`config.mk`:
```
export PLATFORM = sky130hd
export DESIGN_NAME = data_sram_responder
export DESIGN_NICKNAME = d
export VERILOG_FILES = /design/src/rtl/data_sram_responder.sv
export SDC_FILE = /design/constraint.sdc
export NUM_CORES = 1
export LEC_CHECK = 0
export ABC_AREA = 1
export ABC_CLOCK_PERIOD_IN_PS = 8100
export CAP_MARGIN = 15
export CELL_PAD_IN_SITES_DETAIL_PLACEMENT = 1
export CELL_PAD_IN_SITES_GLOBAL_PLACEMENT = 1
export CORE_ASPECT_RATIO = 0.6
export CORE_UTILIZATION = 51
export CTS_BUF_LIST = sky130_fd_sc_hd__clkbuf_4 sky130_fd_sc_hd__clkbuf_8
export DETAILED_ROUTE_END_ITERATION = 8
export DONT_BUFFER_PORTS = 1
export PLACE_DENSITY = 0.9
export SYNTH_ARGS = -nofsm -noshare
export SYNTH_HDL_FRONTEND = slang
export SYNTH_SLANG_ARGS = --single-unit
```
`constraint.sdc`:
```
create_clock -name clk -period 8.1 [get_ports clk]
set_input_delay 1.62 -clock clk [delete_from_list [all_inputs] [get_ports clk]]
set_output_delay 1.62 -clock clk [all_outputs]
set_load 0.03 [all_outputs]
```
`src/rtl/data_sram_responder.sv`:
```
// MEM-stage data-memory responder: each 32-bit request becomes two 16-bit accesses
// to an external asynchronous SRAM, with the pipeline stalled via ready.
module data_sram_responder #(
    parameter int unsigned BASE_ADDR = 1024,
    parameter int unsigned SRAM_AW   = 18,
    parameter int unsigned WAIT      = 2
) (
    input  logic               clk,
    input  logic               rst,
    input  logic               MEM_R_EN,
    input  logic               MEM_W_EN,
    input  logic [31:0]        address,
    input  logic [31:0]        data,
    output logic [31:0]        MEM_result,
    output logic               ready,
    output logic [SRAM_AW-1:0] sram_addr,
    output logic               sram_we_n,
    output logic [15:0]        sram_dq_out,
    output logic               sram_dq_oe,
    input  logic [15:0]        sram_dq_in
);

    localparam int unsigned CW = (WAIT > 1) ? $clog2(WAIT) : 1;
    localparam logic [CW-1:0] CNT_LAST = CW'(WAIT - 1);

    typedef enum logic [1:0] {IDLE, LO, HI, DONE} state_t;

    state_t             state;
    logic [CW-1:0]      cnt;
    logic               op_write;
    logic [SRAM_AW-2:0] word_q;
    logic [31:0]        data_q;

    logic               request;
    logic [31:0]        offset;
    logic [SRAM_AW-2:0] word;
    logic               unused_offset_bits;

    assign request = MEM_R_EN | MEM_W_EN;
    assign offset  = address - BASE_ADDR;
    // Byte offset within the word is ignored; upper bits wrap modulo the SRAM size.
    assign word    = offset[SRAM_AW:2];
    assign unused_offset_bits = ^{offset[31:SRAM_AW+1], offset[1:0]};

    assign ready = ((state == IDLE) && !request) || (state == DONE);

    always_ff @(posedge clk or posedge rst) begin
        if (rst) begin
            state       <= IDLE;
            cnt         <= '0;
            op_write    <= 1'b0;
            word_q      <= '0;
            data_q      <= '0;
            MEM_result  <= '0;
            sram_addr   <= '0;
            sram_we_n   <= 1'b1;
            sram_dq_out <= '0;
            sram_dq_oe  <= 1'b0;
        end else begin
            unique case (state)
                IDLE: begin
                    if (request) begin
                        // A write wins when both enables are set.
                        op_write  <= MEM_W_EN;
                        word_q    <= word;
                        data_q    <= data;
                        cnt       <= '0;
                        state     <= LO;
                        sram_addr <= {word, 1'b0};
                        if (MEM_W_EN) begin
                            sram_we_n   <= 1'b0;
                            sram_dq_oe  <= 1'b1;
                            sram_dq_out <= data[15:0];
                        end
                    end
                end
                LO: begin
                    if (cnt == CNT_LAST) begin
                        cnt       <= '0;
                        state     <= HI;
                        sram_addr <= {word_q, 1'b1};
                        if (op_write) begin
                            sram_dq_out <= data_q[31:16];
                        end else begin
                            MEM_result[15:0] <= sram_dq_in;
                        end
                    end else begin
                        cnt <= cnt + 1'b1;
                    end
                end
                HI: begin
                    if (cnt == CNT_LAST) begin
                        cnt        <= '0;
                        state      <= DONE;
                        sram_we_n  <= 1'b1;
                        sram_dq_oe <= 1'b0;
                        if (!op_write) begin
                            MEM_result[31:16] <= sram_dq_in;
                        end
                    end else begin
                        cnt <= cnt + 1'b1;
                    end
                end
                DONE: begin
                    state <= IDLE;
                end
                default: begin
                    state <= IDLE;
                end
            endcase
        end
    end

endmodule

```
Word level (Yosys, flattened, before mapping)
Index checks and enable logic that the tools add are counted.

storage, ports and cells
  bits of input ports = 84
  logic and storage cells = 62
  output and inout bits = 69
  flip-flop bits (word level) = 121

cells by class
  mux-type cells = 23
  bitwise operators = 2
  $add $sub $neg = 2
  reduce and logical (&&, ||, !) cells = 16
  eq/ne operators = 8

operators with widths
  cell                                                 count
  two-way mux 16 bit                                   4
  two-way mux 18 bit                                   2
  one-hot mux 18 bit (2 select lines)                  1
  one-hot mux 16 bit (2 select lines)                  1
  subtractor 19 x 11 -> 19 bit, second input constant  1
  AND reduction 3 bit                                  4
  inequality test 2 bit, second input constant         5
  two-way mux 1 bit                                    8
  one-hot mux 2 bit (4 select lines)                   1
  two-way mux 2 bit                                    3
  one-hot mux 1 bit (2 select lines)                   3
  nonzero test 2 bit                                   3
  AND reduction 5 bit                                  1
  == test 2 bit, second input constant                 2
  AND reduction 2 bit                                  2
  AND reduction 4 bit                                  1
  == test 2 x 1 -> 1 bit, second input constant        1
  zero test 2 bit                                      1
  OR reduction 2 bit                                   1
  adder 1 bit, second input constant                   1
  logical AND 1 bit                                    1
  zero test 1 bit                                      1
  logical OR 1 bit                                     1
  NOT 1 bit                                            1
  bitwise OR 1 bit                                     1

Depth between registers and ports, before layout
Gate-level depths: netlist of run 1.

  word-level depth = 4
  depth in mapped cells = 10
  mapped depth without buffers = 9

Least setup slack after synthesis of run 1
Ideal clock, no wire load.

  path kind = in2out
  start point = in MEM_R_EN
  end point = out ready
  cell stages on the path = 3
  arrival = 2.031 ns
  data required time = 6.480 ns
  setup slack = 4.449 ns
  path buffers = 0
  cell sequence = nor2_1 -> nand2_1 -> nand2_1

between the ends
  word-level cells in the longest chain between the ends = 4

ends and longest elaborated chain
  item               line  RTL
  from (decl)        10    input logic MEM_R_EN,
  bitwise OR 1 bit   39    assign request = MEM_R_EN | MEM_W_EN;
  zero test 1 bit    45    assign ready = ((state == IDLE) && !request) || (state == DONE);
  logical AND 1 bit  45
  logical OR 1 bit   45
  to (decl)          15    output logic ready,

Every way passes these cells.

Worst setup path in the final report of run 1
  start point = reg state[1]
  end point = reg sram_addr[11]

between the ends
  word-level cells in the longest chain between the ends = 3
  elaborated cells between the ends (all ways) = 7
  those cells by class = 3 x eq/ne; 1 x mux; 3 x reduce/logical

ends and longest elaborated chain
  item                                                                          line  RTL
  from (decl)                                                                   28    state_t state;
  from (signal assigned)                                                        49    state <= IDLE;
  from (signal assigned)                                                        68    state <= LO;
  from (signal assigned)                                                        80    state <= HI;
  == test 2 x 1 -> 1 bit or zero test 2 bit (tied branches)                     60    unique case (state)
  inequality test 2 bit (no source line) or nonzero test 2 bit (tied branches)  --
  AND reduction 3 bit (no source line)                                          --
  to (signal assigned)                                                          69    sram_addr <= {word, 1'b0};
  to (signal assigned)                                                          81    sram_addr <= {word_q, 1'b1};
  to (decl)                                                                     16    output logic [SRAM_AW-1:0] sram_addr,

Parallel ways exist; a longest one is shown, timed or not.
A chain may end at the register's enable or synchronous reset.

==> results of run 1 <==
-- state kept, by name (all words and copies together), names as in the netlist --
register,count
MEM_result,32
sram_addr,18
word_q,17
data_q,16
sram_dq_out,16
state,2
cnt,1
op_write,1
sram_dq_oe,1
sram_we_n,1
-- final cells by class --
class,count,area (sq um)
fill,1069,3780
clock buffer,11,139
multi-input combinational,387,1710
tap,112,140
timing repair buffer,1,7.51
clock inverter,5,56.3
sequential,105,2630
inverter,51,194
-- report_power, final --
group / switching, uW / internal [uW]
combinational: 514 / 230
sequential: 508 / 787
clock: 175 / 150
-- layer usage --
metal  routed length, um  part of all wire, %  global-route usage (%)  vias to the layer above
met2                5420                   47                    41.2                       91
met1                5200                   46                    32.2                     1761
li1                    -                    -                       -                     1738
met3                 729                  6.4                    8.29                        8
met4                  77                 0.67                    6.23                        0
met5                   0                    0                       0                        -
-- logic make-up (layout without fill, tap and decap cells) --
logic type / Yosys count / count (layout) / synth area share (%)
xor gates and xnor gates: 2 / 2 / 0.378
adders and majority gates: 5 / 5 / 1.35
DFF: 105 / 105 / 56.7
and+or+nand+nor: 290 / 290 / 24.1
AOI/OAI and AO/OA: 90 / 90 / 10.7
buffers and inverters: 78 / 68 / 6.70
-- layout by cell type, fill, tap and decap left out --
cell type	synthesis	routed
clkbuf_4	0	2
clkinv_4	0	1
buf_4	2	1
a31oi_1	3	3
o211ai_1	11	11
bufinv_16	0	1
dfrtp_1	104	104
dfstp_2	1	1
clkinvlp_4	0	1
nand4_1	1	1
nand2_1	256	256
clkbuf_8	0	9
inv_2	2	2
clkinv_2	0	2
inv_4	0	1
nor2_4	1	1
inv_1	49	48
o21a_1	1	1
xor2_1	2	2
a21oi_1	5	5
nor2_1	20	20
o21ai_4	1	2
o21ai_0	68	68
ha_1	5	5
nand3_2	1	1
nand3_1	11	11
-- worst max path at each step --
| stage | slack (ps) | from | cells after the start | to |
|---|---|---|---|---|
| floorplan | 3720 | rst | 1 | MEM_result[0] |
| global placement | 4270 | state[1] | 8 | sram_addr[3] |
| detailed placement | 4180 | state[1] | 8 | sram_addr[11] |
| CTS | 4130 | state[1] | 8 | sram_addr[11] |
| global route | 3790 | state[1] | 8 | sram_addr[1] |
| finish | 4200 | state[1] | 8 | sram_addr[11] |
-- stage by stage --
step	hold slack (ps)	utilization, %	cell area (sq um)	power, uW	instances
after global routing	501	56.3	4870	2550	672
after floorplan	449	-	4630	1850	570
final	486	56.3	4870	2360	672
after CTS	490	56.3	4870	2390	672
after global placement	463	54.0	4680	1990	656
after detailed placement	465	54.0	4680	2060	656
-- worst reg2reg max path: cells and delay by family (launching register included) --
kind	cells	cell delay [ps]
buffers and inverters	3	1350
and+or+nand+nor	3	1080
adders and majority gates	1	840
DFF	1	410
AOI/OAI and AO/OA	1	180
==> results.yml, run 1 <==
min_path:
  holdPathEnd: "data_q[17]"
  hp-class: "reg -> reg"
  holdPathStages: 2
  min_from: "data_q[17]"
layout:
  antenna_cells: 0
  synthToLayoutAreaGrowth_pct: 5.13
  drive_above_1_share_pct: 4.46
  fin_nets: 644
grt:
  overflow: 0
  antenna_found_initial: 0
  track_usage_pct: 24.9
  grt_pass1_wl_um: 18000
  grt_pass1_vias: 3588
  grt_max_degree: 56
clock_network:
  cts_resized: 0
  htree_levels: 3
  cts-buffers-inserted: 9
  cts_buffer_depth: 2
  cts-root-buf: "clkbuf_8"
  clock_sinks: 105
  clock_latency_ps: 370
  cts_setup_buffers: 0
  cts_tree: "built"
  clk_pin_slew_worst_paths_ps: 90
  postCtsHoldBufs: 0
drt:
  firstDrtPassIters: 7
  vias_per_cell: 5.35
  antenna_left: 0
  drt_iter0_markers: 189
  avgRoutedWirePerCell_um: 17.0
  drc: 16
  wirelength_um: 11400
  vias: 3598
sta:
  slew_headroom_pct: 27.9
  fin_crit_ps: 3900
  maxSlewViolCount: 0
  rsz0062_at_grt: "no"
  finalSetupTns_ps: 0
  fin_crit_sh_pct: 48.2
  layout_setup_ws_ps: 4200
  hold_viol_final: 0
  timing.fmax_mhz: 256
  worst_slew_pin_slew_ps: 1080
  skew_ps: 10.6
  setup_viol: 0
setup_path:
  worst-setup-path-type: "reg -> reg"
  worstPathRequired_ps: 8400
  cp_top_family: "buffers and inverters"
  slowest_delay_ps: 840
  reg2reg_to: "sram_addr[11]"
  cp-end-kind: "flop"
  r2r-start: "state[1]"
  reg2reg_slack_ps: 4200
  cp_num_buf_inv: 3
  cp_cell_sequence: "inv_1 -> ha_1 -> inv_2 -> nand2_1 -> nand3_2 -> inv_1 -> o211ai_1 -> nand2_1"
  cp-start-kind: "flop"
  r2r_cells: 8
  crit_arrival_ps: 4210
  cp_slowest_cell: "ha_1"
  cp_max_fo: 48
synthesis:
  post-synth-top-count-cell: "nand2_1"
  synth-edff-count: 0
  yosysTopAreaCell: "dfrtp_1"
  synth_area_per_cell_sq_um: 8.13
  async_flop_share_pct: 100
  synthesis.area_sq_um: 4630
  synth_top_area_share_pct: 56.2
  ys_top_cells_by_count: "256 x nand2_1, 104 x dfrtp_1, 68 x o21ai_0"
  synth_cell_type_count: 23
  synth.area.top_cells: "dfrtp_1 56%, nand2_1 21%, o21ai_0 7.3%, inv_1 4.0%, o211ai_1 1.8%"
  synthCells: 570
  ys_warn_count: 0
  synth.net_count: 659
  ys_seq_elements: 105
  ys_seq_area_share_pct: 56.7
  synth_flop_cell: "dfrtp_1"
place:
  place.gp.congestion: 0.780
  hpwl_um: 7870
  pre_cts_ws_ps: 4180
  port-buffer-count: 0
pwr:
  p_leak_uw: 0.00262
  p_per_area_nw_per_um2: 485
  ir_worst_vdd_mv: 0.206
status:
  violations: "DRC"
  status: "complete, but fails checks"
floorplanning:
  initial_core_util_pct: 53.5
  ios: 153
  dieWidth_um: 125
  core_area_sq_um: 8650
  row_count: 26
  dieHeight_um: 75.8
  die_area_sq_um: 9480
flow_run:
  maxCapViolCount: 0
(Power assumes the default switching activity.)
==> run 2, diff against run 1 <==
--- a/config.mk
+++ b/config.mk
@@ -5,8 +5,8 @@
 export SDC_FILE = /design/constraint.sdc
 export NUM_CORES = 1
 export LEC_CHECK = 0
-export ABC_AREA = 1
-export ABC_CLOCK_PERIOD_IN_PS = 8100
+export ABC_AREA = 0
+export ABC_CLOCK_PERIOD_IN_PS = 4100
 export CAP_MARGIN = 15
 export CELL_PAD_IN_SITES_DETAIL_PLACEMENT = 1
 export CELL_PAD_IN_SITES_GLOBAL_PLACEMENT = 1
@@ -15,7 +15,7 @@
 export CTS_BUF_LIST = sky130_fd_sc_hd__clkbuf_4 sky130_fd_sc_hd__clkbuf_8
 export DETAILED_ROUTE_END_ITERATION = 8
 export DONT_BUFFER_PORTS = 1
-export PLACE_DENSITY = 0.9
+export PLACE_DENSITY = 0.85
 export SYNTH_ARGS = -nofsm -noshare
 export SYNTH_HDL_FRONTEND = slang
 export SYNTH_SLANG_ARGS = --single-unit
==> constraint.sdc (replaced) <==
create_clock -name clk -period 4.1 [get_ports clk]
set_input_delay 0.82 -clock clk [delete_from_list [all_inputs] [get_ports clk]]
set_output_delay 0.82 -clock clk [all_outputs]
set_load 0.03 [all_outputs]
==> results.yml, run 2 <==
floorplanning:
  die_area_sq_um: 9360
  dieHeight_um: 75.4
  row_count: 26
  ios: 153
  core_area_sq_um: 8590
  dieWidth_um: 124
  initial_core_util_pct: 53.3
grt:
  overflow: 0
  grt_pass1_wl_um: 15100
  grt_pass1_vias: 2919
  grt_max_degree: 83
  antenna_found_initial: 0
  track_usage_pct: 21.0
drt:
  drc: 0
  drt-met1-wl_um: 4100
  dr_wl_met2_um: 4680
  vias_per_cell: 5.76
  vias: 2789
  dr_wl_met3_um: 887
  antenna_left: 0
  wirelength_um: 9740
  highest_layer: "met4"
  drt_iter0_markers: 61
  avgRoutedWirePerCell_um: 20.1
  firstDrtPassIters: 4
synthesis:
  yosysTopAreaCell: "dfrtp_1"
  async_flop_share_pct: 100
  synth_top_area_share_pct: 56.9
  synth-edff-count: 0
  synthCells: 371
  ys_top_cells_by_count: "104 x dfrtp_1, 56 x mux2_2, 33 x nand2_1"
  synth.area.top_cells: "dfrtp_1 57%, mux2_2 14%, mux2i_1 5.5%, a21oi_1 2.7%, nand2_1 2.7%"
  synth.net_count: 460
  ys_seq_elements: 105
  synth_cell_type_count: 39
  synthesis.area_sq_um: 4570
  synth_area_per_cell_sq_um: 12.3
  ys_seq_area_share_pct: 57.5
  post-synth-top-count-cell: "dfrtp_1"
  ys_warn_count: 0
  synth_flop_cell: "dfrtp_1"
pwr:
  finalPower_uw: 4740
  ir_worst_vdd_mv: 0.413
  p_leak_uw: 0.00205
  p_per_area_nw_per_um2: 982
layout:
  largestRegisters: "MEM_result: 32 flops, sram_addr: 18 flops, word_q: 17 flops"
  fillCellCount: 873
  drive_above_1_share_pct: 25.8
  fin_nets: 456
  largest_reg_flops: 32
  synthToLayoutAreaGrowth_pct: 5.50
  mostFrequentLayoutCells: "104 x dfrtp_1, 56 x mux2_2, 33 x nand2_1, 31 x nor2_1"
  final_area_sq_um: 4830
  final_common_cell: "dfrtp_1"
  max_flop_register: "MEM_result"
  antenna_cells: 0
flow_run:
  maxCapViolCount: 0
sta:
  finalSetupTns_ps: 0
  fin_crit_ps: 2730
  rsz0062_at_grt: "no"
  setup_viol: 0
  hold_viol_final: 0
  fin_crit_sh_pct: 66.6
  skew_ps: 11.4
  maxSlewViolCount: 0
  worst_slew_pin_slew_ps: 1050
  slew_headroom_pct: 30.3
  timing.fmax_mhz: 366
place:
  dpl_cell_area_sq_um: 4640
  hpwl_um: 7080
  port-buffer-count: 0
  place.gp.congestion: 0.722
status:
  status: "finished clean"
clock_network:
  cts_resized: 0
  postCtsHoldBufs: 0
  cts-buffers-inserted: 9
  clock_latency_ps: 360
  clock_sinks: 105
  clk_pin_slew_worst_paths_ps: 100
  cts_buffer_depth: 2
  cts_tree: "built"
  cts-root-buf: "clkbuf_8"
  htree_levels: 3
  cts_setup_buffers: 0
setup_path:
  cp_num_buf_inv: 1
  worst-setup-path-type: "reg -> out"
  r2r-start: "state[1]"
  cp-end-kind: "primary output"
  slowest_delay_ps: 430
  crit_arrival_ps: 1910
  cp_slowest_cell: "dfrtp_1"
  crit_path_start: "state[0]"
  cp-start-kind: "flop"
  cp_max_fo: 8
  worstPathRequired_ps: 3280
  cp_top_family: "simple AND/OR/NAND/NOR gates"
  cp_cell_sequence: "inv_1 -> ha_1 -> nor3b_2 -> or2_2"
min_path:
  min_from: "word_q[10]"
  hp-class: "reg -> reg"
run 2: per-stage QoR:
stage	utilization [%]	hold slack [ps]	setup slack, ps	instances
global route	56.2	534	1240	484
CTS	56.2	494	1350	484
detailed placement	54.0	470	1610	468
finish	56.2	490	1370	484
floorplan	-	449	521	371
global placement	54.0	463	1680	468
run 2: worst paths after layout:
kind                       slack (ps)  cells after the start             end
max reg2reg                      1600                      6   sram_addr[17]
min reg2reg                       490                      2      word_q[10]
max in group asynchronous        2620                      2   MEM_result[3]
max                              1370                      4           ready
min                               490                      2      word_q[10]
min in group asynchronous         560                      1  MEM_result[11]
run 2: kinds of logic after synthesis:
group | share of synthesized area, %
DFF | 57.5
and+or+nand+nor | 8.97
muxes | 19.5
AOI/OAI and AO/OA | 7.96
buffers and inverters | 3.39
xor gates and xnor gates | 1.34
adders and majority gates | 1.37
run 2: layout make-up:
class	count	area (sq um)	area share, %
clock buffers	10	138	2.85
flip-flops and latches	105	2630	54.5
inverters	6	25.0	0.519
well taps	112	140	2.90
repair buffers	5	37.5	0.778
multi-input cells	240	1810	37.5
clock inverters	6	48.8	1.01
run 2: worst min-delay path, stage by stage, from the launching register on:
cell	delay, ps
dfrtp_1	360
nand2_1	50
o21ai_0	60
run 2: routing by layer:
layer,up-vias,global-route usage (%)
met4,0,5.22
met1,1419,25.7
li1,1275,-
met2,86,34.9
met3,9,9.34
met5,-,0
run 2: where the power goes:
part           internal, uW  switching [uW]
registers              1570            1040
logic                   709             823
clock network           244             356
==> run 3, diff against run 2 <==
--- a/config.mk
+++ b/config.mk
@@ -6,16 +6,16 @@
 export NUM_CORES = 1
 export LEC_CHECK = 0
 export ABC_AREA = 0
-export ABC_CLOCK_PERIOD_IN_PS = 4100
+export ABC_CLOCK_PERIOD_IN_PS = 2400
 export CAP_MARGIN = 15
 export CELL_PAD_IN_SITES_DETAIL_PLACEMENT = 1
 export CELL_PAD_IN_SITES_GLOBAL_PLACEMENT = 1
 export CORE_ASPECT_RATIO = 0.6
-export CORE_UTILIZATION = 51
+export CORE_UTILIZATION = 46
 export CTS_BUF_LIST = sky130_fd_sc_hd__clkbuf_4 sky130_fd_sc_hd__clkbuf_8
 export DETAILED_ROUTE_END_ITERATION = 8
 export DONT_BUFFER_PORTS = 1
-export PLACE_DENSITY = 0.85
+export PLACE_DENSITY = 0.81
 export SYNTH_ARGS = -nofsm -noshare
 export SYNTH_HDL_FRONTEND = slang
 export SYNTH_SLANG_ARGS = --single-unit
==> constraint.sdc (replaced) <==
create_clock -name clk -period 2.4 [get_ports clk]
set_input_delay 0.48 -clock clk [delete_from_list [all_inputs] [get_ports clk]]
set_output_delay 0.48 -clock clk [all_outputs]
set_load 0.03 [all_outputs]
==> results.yml, run 3 (synthesis results as in run 2) <==
status:
  status: "finished clean"
sta:
  rsz0062_at_grt: "no"
  maxSlewViolCount: 0
  hold_viol_final: 0
  fin_crit_ps: 2290
  slew_headroom_pct: 21.4
  finalSetupTns_ps: 0
  setup_viol: 0
  worst_slew_pin_slew_ps: 1170
  fin_crit_sh_pct: 95.3
  skew_ps: 9.39
  timing.fmax_mhz: 437
  holdWs_ps: 222
setup_path:
  cp_cell_sequence: "inv_1 -> ha_2 -> nor3b_4 -> or2_2"
  cp-end-kind: "primary output"
  slowest_delay_ps: 440
  reg2reg_to: "sram_addr[17]"
  crit_path_start: "state[0]"
  cp_slowest_cell: "dfrtp_1"
  worstPathRequired_ps: 1920
  cp_top_family: "simple AND/OR/NAND/NOR gates"
  reg2reg_slack_ps: 430
  r2r-start: "state[0]"
  cp_max_fo: 8
  crit_arrival_ps: 1810
  cp_num_cells: 4
  worst-setup-path-type: "reg -> out"
  cp_num_buf_inv: 1
  r2r_cells: 7
  cp-start-kind: "flop"
  crit_end: "ready"
floorplanning:
  initial_core_util_pct: 48.5
  row_count: 27
  dieWidth_um: 131
  die_area_sq_um: 10400
  core_area_sq_um: 9430
  ios: 153
  dieHeight_um: 79.2
clock_network:
  cts-root-buf: "clkbuf_8"
  cts-buffers-inserted: 9
  clock_sinks: 105
  clk_pin_slew_worst_paths_ps: 100
  htree_levels: 3
  cts_buffer_depth: 2
  clock_latency_ps: 360
  cts_tree: "built"
pwr:
  p_seq_share_pct: 53.6
  p_per_area_nw_per_um2: 1680
  internal_power_uw: 4480
  combPwrFrac_pct: 33.8
  ir_worst_vdd_mv: 0.865
  p_leak_uw: 0.00209
  p_sw_share_pct: 46.3
  p_switching_uw: 3860
  power.share.clock_pct: 12.7
grt:
  grt_max_degree: 58
  track_usage_pct: 21.5
  overflow: 0
  grt_pass1_wl_um: 16400
  antenna_found_initial: 0
  grt_pass1_vias: 3057
layout:
  mostFrequentLayoutCells: "104 x dfrtp_1, 56 x mux2_2, 33 x nand2_1, 31 x nor2_1"
  fin_nets: 462
  largestRegisters: "MEM_result: 32 flops, sram_addr: 18 flops, word_q: 17 flops"
  largest_reg_flops: 32
  drive_above_1_share_pct: 27.0
  synthToLayoutAreaGrowth_pct: 8.21
  max_flop_register: "MEM_result"
  final_area_sq_um: 4950
  final_common_cell: "dfrtp_1"
  antenna_cells: 0
place:
  place.gp.congestion: 0.772
  dpl_cell_area_sq_um: 4740
  hpwl_um: 7720
  port-buffer-count: 0
drt:
  drc: 0
  vias_per_cell: 5.53
  antenna_left: 0
  wirelength_um: 10500
  vias: 2807
  firstDrtPassIters: 4
  drt_iter0_markers: 125
  avgRoutedWirePerCell_um: 20.7
flow_run:
  maxCapViolCount: 0
min_path:
  hp-class: "in -> reg"
-- run 3: routing by layer --
layer  up-vias  wire length (um)  GRT usage, %  share of wire [%]
li1       1288                 -             -                  -
met1      1421              4440          26.5                 42
met2        88              4930          33.7                 47
met3        10              1030          9.97                9.8
met4         0                99          5.98               0.94
met5         -                 0             0                  0
-- run 3: worst min-delay path by stage --
stage	depth (start not counted)	start	slack [ps]	endpoint
after detailed placement	1	rst	380	MEM_result[0]
after global routing	1	address[10]	200	word_q[8]
after CTS	1	address[10]	200	word_q[8]
after global placement	1	rst	380	MEM_result[0]
after floorplan	2	word_q[11]	450	word_q[11]
final	1	address[10]	220	word_q[8]
-- run 3: power by group through the flow --
| stage | clock [uW] | combinational [uW] | sequential [uW] |
|---|---|---|---|
| finish | 1060 | 2810 | 4460 |
| global route | 1160 | 3120 | 4600 |
| CTS | 1090 | 2850 | 4480 |
| detailed placement | 0 | 2830 | 4520 |
| global placement | 0 | 2640 | 4440 |
| floorplan | 0 | 2280 | 4260 |
-- run 3: worst register-to-register path, delay by kind of cell (launching register included) --
kind	cells	cell delay [ps]
compound gates	2	260
fa+ha+maj	1	300
buf+inv	2	290
flops	1	440
simple gates	2	550
-- run 3: what timing repair did --
| item | CTS | global route |
|---|---|---|
| gates resized for setup | 1 | 1 |
| setup endpoints to repair | 1 | 1 |
| hold endpoints to repair | 18 | 0 |
| hold buffers | 1 | 0 |
| gates cloned | 0 | 0 |
| setup buffers | 0 | 0 |
-- run 3: final cells by class --
cell class	count	area (sq um)
fill	975	4480
sequential	105	2630
multi-input combinational	240	1820
tap	130	163
clock buffer	12	159
timing repair buffer	11	123
clock inverter	4	33.8
inverter	6	26.3
-- run 3: metrics by stage --
stage               total power (uW)  cells  utilization [%]  worst slack [ps]
global placement                7080    491             50.3               402
finish                          8340    508             52.5               113
CTS                             8420    508             52.5              25.1
detailed placement              7350    491             50.3               365
global route                    8880    508             52.5              4.17
floorplan                       6540    371                -               610
